===== config.mk =====
export PLATFORM = sky130hd
export DESIGN_NAME = shift_reg_ctrl_flat
export DESIGN_NICKNAME = d
export VERILOG_FILES = /design/src/rtl/shift_reg_ctrl_if.sv /design/src/rtl/shift_reg_ctrl.sv /design/src/flat_wrapper.sv
export SDC_FILE = /design/constraint.sdc
export NUM_CORES = 1
export LEC_CHECK = 0
export ABC_AREA = 1
export ABC_CLOCK_PERIOD_IN_PS = 3100
export CORE_UTILIZATION = 35
export CTS_CLUSTER_SIZE = 25
export DETAILED_ROUTE_END_ITERATION = 10
export GPL_TIMING_DRIVEN = 0
export PLACE_DENSITY = 0.63
export SYNTH_ARGS = -nofsm -noshare
export SYNTH_HDL_FRONTEND = slang
export SYNTH_SLANG_ARGS = --single-unit

===== constraint.sdc =====
create_clock -name clk -period 3.1 [get_ports clk]
set_clock_uncertainty 0.15 [all_clocks]
set_input_delay 0.62 -clock clk [delete_from_list [all_inputs] [get_ports clk]]
set_output_delay 0.62 -clock clk [all_outputs]
set_load 0.05 [all_outputs]

===== src/rtl/shift_reg_ctrl_if.sv =====
// Request/datapath bundle for shift_reg_ctrl.
// Handshake: start is a request, not a valid/ready pair. It is taken only on an
// edge where busy=0. While busy=1 a request is dropped, never queued, so a
// requester must wait for busy=0 and then hold start until the next edge.
interface shift_reg_ctrl_if #(
   parameter int CNT_W = 4
) ();
   logic             start;
   logic [CNT_W-1:0] len;
   logic             dir;
   logic             hold;
   logic             sr_load;
   logic             sr_shift;
   logic             sr_dir;
   logic             busy;
   logic             done;
   logic [CNT_W-1:0] bit_cnt;

   modport master (
      output start, len, dir, hold,
      input  sr_load, sr_shift, sr_dir, busy, done, bit_cnt
   );

   modport slave (
      input  start, len, dir, hold,
      output sr_load, sr_shift, sr_dir, busy, done, bit_cnt
   );
endinterface


===== src/rtl/shift_reg_ctrl.sv =====
// Load/shift/done sequencer for an external WIDTH-bit shift register.
// Optional macro SHIFT_CTRL_PRESCALE_EN: one shift every DIV unheld SHIFT cycles.
module shift_reg_ctrl #(
   parameter int WIDTH = 8,
   parameter int CNT_W = 4,
   parameter int DIV   = 4
) (
   input  logic             clk,
   input  logic             rst,
   shift_reg_ctrl_if.slave  bus,
   output logic [1:0]       state_dbg
);

   if ((1 << CNT_W) <= WIDTH) begin : g_bad_cnt_w
      $error("shift_reg_ctrl: CNT_W too narrow for WIDTH");
   end
   if (DIV < 2) begin : g_bad_div
      $error("shift_reg_ctrl: DIV must be at least 2");
   end

   typedef enum logic [1:0] {
      S_IDLE  = 2'd0,
      S_LOAD  = 2'd1,
      S_SHIFT = 2'd2,
      S_DONE  = 2'd3
   } state_t;

   localparam logic [CNT_W-1:0] LEN_MAX = CNT_W'(WIDTH);

   state_t           state_q, state_d;
   logic             sr_load_q, sr_load_d;
   logic             busy_q, busy_d;
   logic             done_q, done_d;
   logic             sr_dir_q, sr_dir_d;
   logic [CNT_W-1:0] bit_cnt_q, bit_cnt_d;
   logic [CNT_W-1:0] len_q, len_d;
   logic [CNT_W-1:0] len_eff;
   logic [CNT_W-1:0] bit_cnt_inc;
   logic             tick;
   logic             shift_en;

`ifdef SHIFT_CTRL_PRESCALE_EN
   localparam int PRE_W = (DIV > 2) ? $clog2(DIV) : 1;

   logic [PRE_W-1:0] pre_q, pre_d;

   assign tick = (pre_q == PRE_W'(DIV - 1));

   // Held at zero outside SHIFT so every frame starts a fresh DIV window.
   always_comb begin
      pre_d = pre_q;
      if (state_q != S_SHIFT) begin
         pre_d = '0;
      end else if (!bus.hold) begin
         pre_d = tick ? '0 : pre_q + 1'b1;
      end
   end

   always_ff @(posedge clk) begin
      if (!rst) begin
         pre_q <= '0;
      end else begin
         pre_q <= pre_d;
      end
   end
`else
   assign tick = 1'b1;
`endif

   // A zero or oversized length both mean a full-register frame.
   always_comb begin
      len_eff = bus.len;
      if (bus.len == '0 || bus.len > LEN_MAX) begin
         len_eff = LEN_MAX;
      end
   end

   assign shift_en    = (state_q == S_SHIFT) & ~bus.hold & tick;
   assign bit_cnt_inc = bit_cnt_q + 1'b1;

   always_comb begin
      state_d   = state_q;
      sr_load_d = 1'b0;
      done_d    = 1'b0;
      busy_d    = busy_q;
      sr_dir_d  = sr_dir_q;
      len_d     = len_q;
      bit_cnt_d = bit_cnt_q;
      case (state_q)
         S_IDLE: begin
            busy_d = 1'b0;
            if (bus.start) begin
               state_d   = S_LOAD;
               len_d     = len_eff;
               sr_dir_d  = bus.dir;
               sr_load_d = 1'b1;
               busy_d    = 1'b1;
               bit_cnt_d = '0;
            end
         end
         S_LOAD: begin
            state_d   = S_SHIFT;
            busy_d    = 1'b1;
            bit_cnt_d = '0;
         end
         S_SHIFT: begin
            busy_d = 1'b1;
            if (shift_en) begin
               bit_cnt_d = bit_cnt_inc;
               // The final shift and the DONE entry share one edge.
               if (bit_cnt_inc == len_q) begin
                  state_d = S_DONE;
                  done_d  = 1'b1;
               end
            end
         end
         S_DONE: begin
            state_d = S_IDLE;
            busy_d  = 1'b0;
         end
         default: begin
            state_d = S_IDLE;
            busy_d  = 1'b0;
         end
      endcase
   end

   always_ff @(posedge clk) begin
      if (!rst) begin
         state_q   <= S_IDLE;
         sr_load_q <= 1'b0;
         busy_q    <= 1'b0;
         done_q    <= 1'b0;
         sr_dir_q  <= 1'b0;
         bit_cnt_q <= '0;
         len_q     <= LEN_MAX;
      end else begin
         state_q   <= state_d;
         sr_load_q <= sr_load_d;
         busy_q    <= busy_d;
         done_q    <= done_d;
         sr_dir_q  <= sr_dir_d;
         bit_cnt_q <= bit_cnt_d;
         len_q     <= len_d;
      end
   end

   assign bus.sr_load  = sr_load_q;
   assign bus.sr_shift = shift_en;
   assign bus.sr_dir   = sr_dir_q;
   assign bus.busy     = busy_q;
   assign bus.done     = done_q;
   assign bus.bit_cnt  = bit_cnt_q;
   assign state_dbg    = state_q;

endmodule


===== src/flat_wrapper.sv =====
// flat-port wrapper written by rule: the top's interface ports become plain ports
module shift_reg_ctrl_flat 
#(
   parameter int WIDTH = 8,
   parameter int CNT_W = 4,
   parameter int DIV   = 4
)
  (clk, rst, state_dbg, bus_start, bus_len, bus_dir, bus_hold, bus_sr_load, bus_sr_shift, bus_sr_dir, bus_busy, bus_done, bus_bit_cnt);
  shift_reg_ctrl_if #(.CNT_W(CNT_W)) bus_i ();
  input  logic clk;
  input  logic rst;
  output logic [1:0] state_dbg;
  input wire logic [$bits(bus_i.start)-1:0] bus_start;
  input wire logic [$bits(bus_i.len)-1:0] bus_len;
  input wire logic [$bits(bus_i.dir)-1:0] bus_dir;
  input wire logic [$bits(bus_i.hold)-1:0] bus_hold;
  output wire logic [$bits(bus_i.sr_load)-1:0] bus_sr_load;
  output wire logic [$bits(bus_i.sr_shift)-1:0] bus_sr_shift;
  output wire logic [$bits(bus_i.sr_dir)-1:0] bus_sr_dir;
  output wire logic [$bits(bus_i.busy)-1:0] bus_busy;
  output wire logic [$bits(bus_i.done)-1:0] bus_done;
  output wire logic [$bits(bus_i.bit_cnt)-1:0] bus_bit_cnt;
  assign bus_i.start = bus_start;
  assign bus_i.len = bus_len;
  assign bus_i.dir = bus_dir;
  assign bus_i.hold = bus_hold;
  assign bus_sr_load = bus_i.sr_load;
  assign bus_sr_shift = bus_i.sr_shift;
  assign bus_sr_dir = bus_i.sr_dir;
  assign bus_busy = bus_i.busy;
  assign bus_done = bus_i.done;
  assign bus_bit_cnt = bus_i.bit_cnt;
  shift_reg_ctrl #(.WIDTH(WIDTH), .CNT_W(CNT_W), .DIV(DIV)) u_core (.clk(clk), .rst(rst), .bus(bus_i), .state_dbg(state_dbg));
endmodule

==> impl_summary.md <==
Run status
The run finished with clean final reports.

Critical path
The critical path's most frequent cell is sky130_fd_sc_hd__inv_1. The master of the slowest instance on the critical path is sky130_fd_sc_hd__clkdlybuf4s50_1. The critical path capture point type is an output port. Of all nets on the critical path, the largest fanout is 4. The worst setup path category is flip-flop to output port.

The endpoint required time on the critical path is 2.33 ns. The critical path launch point type is a flip-flop. Measured in cells, the most critical reg-to-reg path has a length of 9. The stage delay of the slowest cell on the critical path is 0.81 ns.

Traced cell by cell, the critical path runs through inv_1, ha_1, inv_1, nor2_1, clkdlybuf4s50_1. The critical path data arrival time is 2.02 ns.

Pwr
The power density over the cells is 796 mW/mm2. Summed over all cells, the static leakage comes to 0.000422 uW. The peak supply drop is 0.453 mV.

Yosys
The area fraction of the dominant cell type after synthesis is 38.0%. Yosys mapped the design onto 17 distinct sky130hd cell types. The sequential share of the synthesized area is around two fifths. The total standard cell area after synthesis is approximately 740 um2. The most area-hungry cell type in the Yosys netlist is sky130_fd_sc_hd__dfxtp_1. The number of synthesized register bits is 14. The post-synthesis area per instance is 7.15 um2. Sorting the synthesized cells by area gives the leading types as sky130_fd_sc_hd__dfxtp_1 (38%), sky130_fd_sc_hd__nand2_1 (10%), sky130_fd_sc_hd__inv_1 (9.2%). The number of warnings printed during yosys synthesis is 0. The number of nets handed over by synthesis was 117. After technology mapping, the gate count stands at 103.

Die
The die covers 0.00229 mm2. The floorplan has 16 rows. The chip height is 47.9 um. The initial utilization of the core area, before any placement, comes to around 38%. The horizontal die dimension is between 40 and 50 um. The placeable core region is 0.00196 mm2. 20 I/O pins were placed.

Clock network
CTS built an H-tree with a depth of 1. The clock tree from TritonCTS is built. The insertion delay of the later-clocked pin in the worst-skew pair is 0.28 ns. The number of buffers inserted by post-CTS setup repair is 0. The maximum buffer depth of the clock tree is 2. The count of instances resized after the clock tree is built is 0. The clock tree root buffer cell is sky130_fd_sc_hd__clkbuf_4. The clock net sink count is 14. After clock tree synthesis, the clock-pin slew on the worst setup and hold paths is 0.09 ns. TritonCTS created 3 clock buffers. The number of hold buffers added after cts is 0.

STA
The hold violation total from the final report is 0. The sum of negative setup slack is 0 ns. For the pin with the worst max-slew slack, the measured transition is 0.507 ns.

In the finished design, the share of the clock period the worst path needs comes to 90.0%. The tightest slew margin relative to the limit is around 66%. The max-slew violation count is 0.

Setup repair after global routing left no endpoint under its margin. The final critical path time including I/O delays and setup is approximately 2.8 ns. Derived from the worst setup path, the maximum achievable clock frequency is around 0.36 GHz. The setup-violating endpoint count in the final report is 0.

On the final layout, the worst hold slack is 0.346 ns.

Placed design
The placed cell area is ~960 um2. After detailed placement, the design holds a cell count of 149. Buffers placed on the I/O ports in this run total 19. The wire-length estimate of the detail-placed layout is roughly 1300 um.

At the end of routability-driven placement, the weighted congestion stood at 0.795.

Final layout
With fillers left out, the area of the finished cells amounts to 997 um2. The finished layout holds around 150 standard cells, fillers aside. The area growth from synthesis to layout is 35.3%. The most common cell after layout, fill and taps aside is sky130_fd_sc_hd__nand2_1. The antenna diode instance count is 0. The library cells used most frequently in the layout, excluding fill and tap cells, are sky130_fd_sc_hd__nand2_1 (20), sky130_fd_sc_hd__clkdlybuf4s50_1 (19), sky130_fd_sc_hd__inv_1 (18).

The ratio of cells with drive above 1 in the final layout is 8.73%. The net count of the finished layout is around 140.

GRT
Entering global routing, the biggest net connects 9 pins. The number of antenna violations at the first check in global routing came to 0. The number of global-route vias before repair came to 640. The global routing usage summed across all routing layers is approximately 17%. The global-route wire length before repair is 2590 um. The global-route congestion overflow total is 0.

Routing
The post-detailed-route via-to-cell ratio is 4.65. The number of nets with antenna violations after routing is 0. The final layout contains routed wiring with a total length of 1650 um. The detailed-router iteration count before antenna repair is 4. The routed layout has 712 vias. In the final routed layout, each cell accounts on average for 10.8 um. The number of violations reported at the end of detailed-routing iteration 0 is 13. The post-detailed-route DRC marker count is 0.

Worst hold path
The class of the worst hold path is flip-flop to flip-flop. The worst hold path was traced through 2 stages.

Flow run
Max-cap violations in this run came to 0.
-- critical path, delay by kind of cell, from the launching register on --
kind | cells | cell delay [ns]
DFF | 1 | 0.33
and+or+nand+nor | 1 | 0.09
buffers and inverters | 3 | 1.07
adders and majority gates | 1 | 0.25
-- report_power, final --
part | total [uW] | switching [uW] | internal [uW] | leakage, uW
Sequential | 246 | 29.1 | 216 | 0.000115
Combinational | 417 | 274 | 143 | 0.000287
Clock | 131 | 59.8 | 71.4 | 0.0000210
-- synth_stat cells (all sizes together) --
master  number
nor4         1
nand4        2
a21oi        8
xnor2        1
o211ai       1
nor2        12
nand2       24
nand3       10
dfxtp       14
inv         18
o31ai        3
o21ai        4
ha           5
-- metrics by stage --
step,util [%],power [uW],setup slack (ns)
2_1_floorplan,-,551,0.590
3_3_place_gp,49.0,658,0.347
3_5_place_dp,49.0,667,0.346
4_1_cts,50.8,804,0.288
5_1_grt,50.8,857,0.161
6_report,50.8,794,0.310
-- metal layers --
metal	share of wire [%]	GRT usage [%]	up-vias
li1	-	-	378
met1	45	18.8	322
met2	52	28.6	12
met3	2.9	4.53	0
met4	0	7.22	0
met5	0	0	-
-- state kept, by name (all words and copies together), names as in the netlist --
register,count
u_core.bus.busy,1
u_core.len_q,4
u_core.bus.done,1
u_core.state_dbg,2
u_core.bus.sr_dir,1
u_core.bus.sr_load,1
u_core.bus.bit_cnt,4
-- kinds of logic after synthesis --
| group | synth area share (%) |
|---|---|
| AO/OA/AOI/OAI | 12.7 |
| AND/OR/NAND/NOR | 30.4 |
| XOR/XNOR | 1.19 |
| adder cells (fa/ha/maj) | 8.49 |
| flip-flops | 38.0 |
| buffers and inverters | 9.17 |
-- final timing paths --
path | slack, ns | endpoint | start
worst max-delay path | 0.31 | bus_sr_shift | u_core.state_dbg[0]$_SDFFE_PN0P_
worst min register to register | 0.35 | u_core.len_q[0]$_SDFFE_PN0P_ | u_core.len_q[0]$_SDFFE_PN0P_
worst min-delay path | 0.35 | u_core.len_q[0]$_SDFFE_PN0P_ | u_core.len_q[0]$_SDFFE_PN0P_
worst max register to register | 1.40 | u_core.state_dbg[1]$_SDFFE_PN0P_ | u_core.bus.bit_cnt[0]$_SDFFE_PN0P_
-- final cells by class --
type | count | area [um2]
fillers | 214 | 965
multi-input cells | 71 | 389
flip-flops and latches | 14 | 280
repair buffers | 19 | 190
inverters | 18 | 67.6
clock buffers | 4 | 36.3
well taps | 27 | 33.8
(Power assumes the default switching activity.)
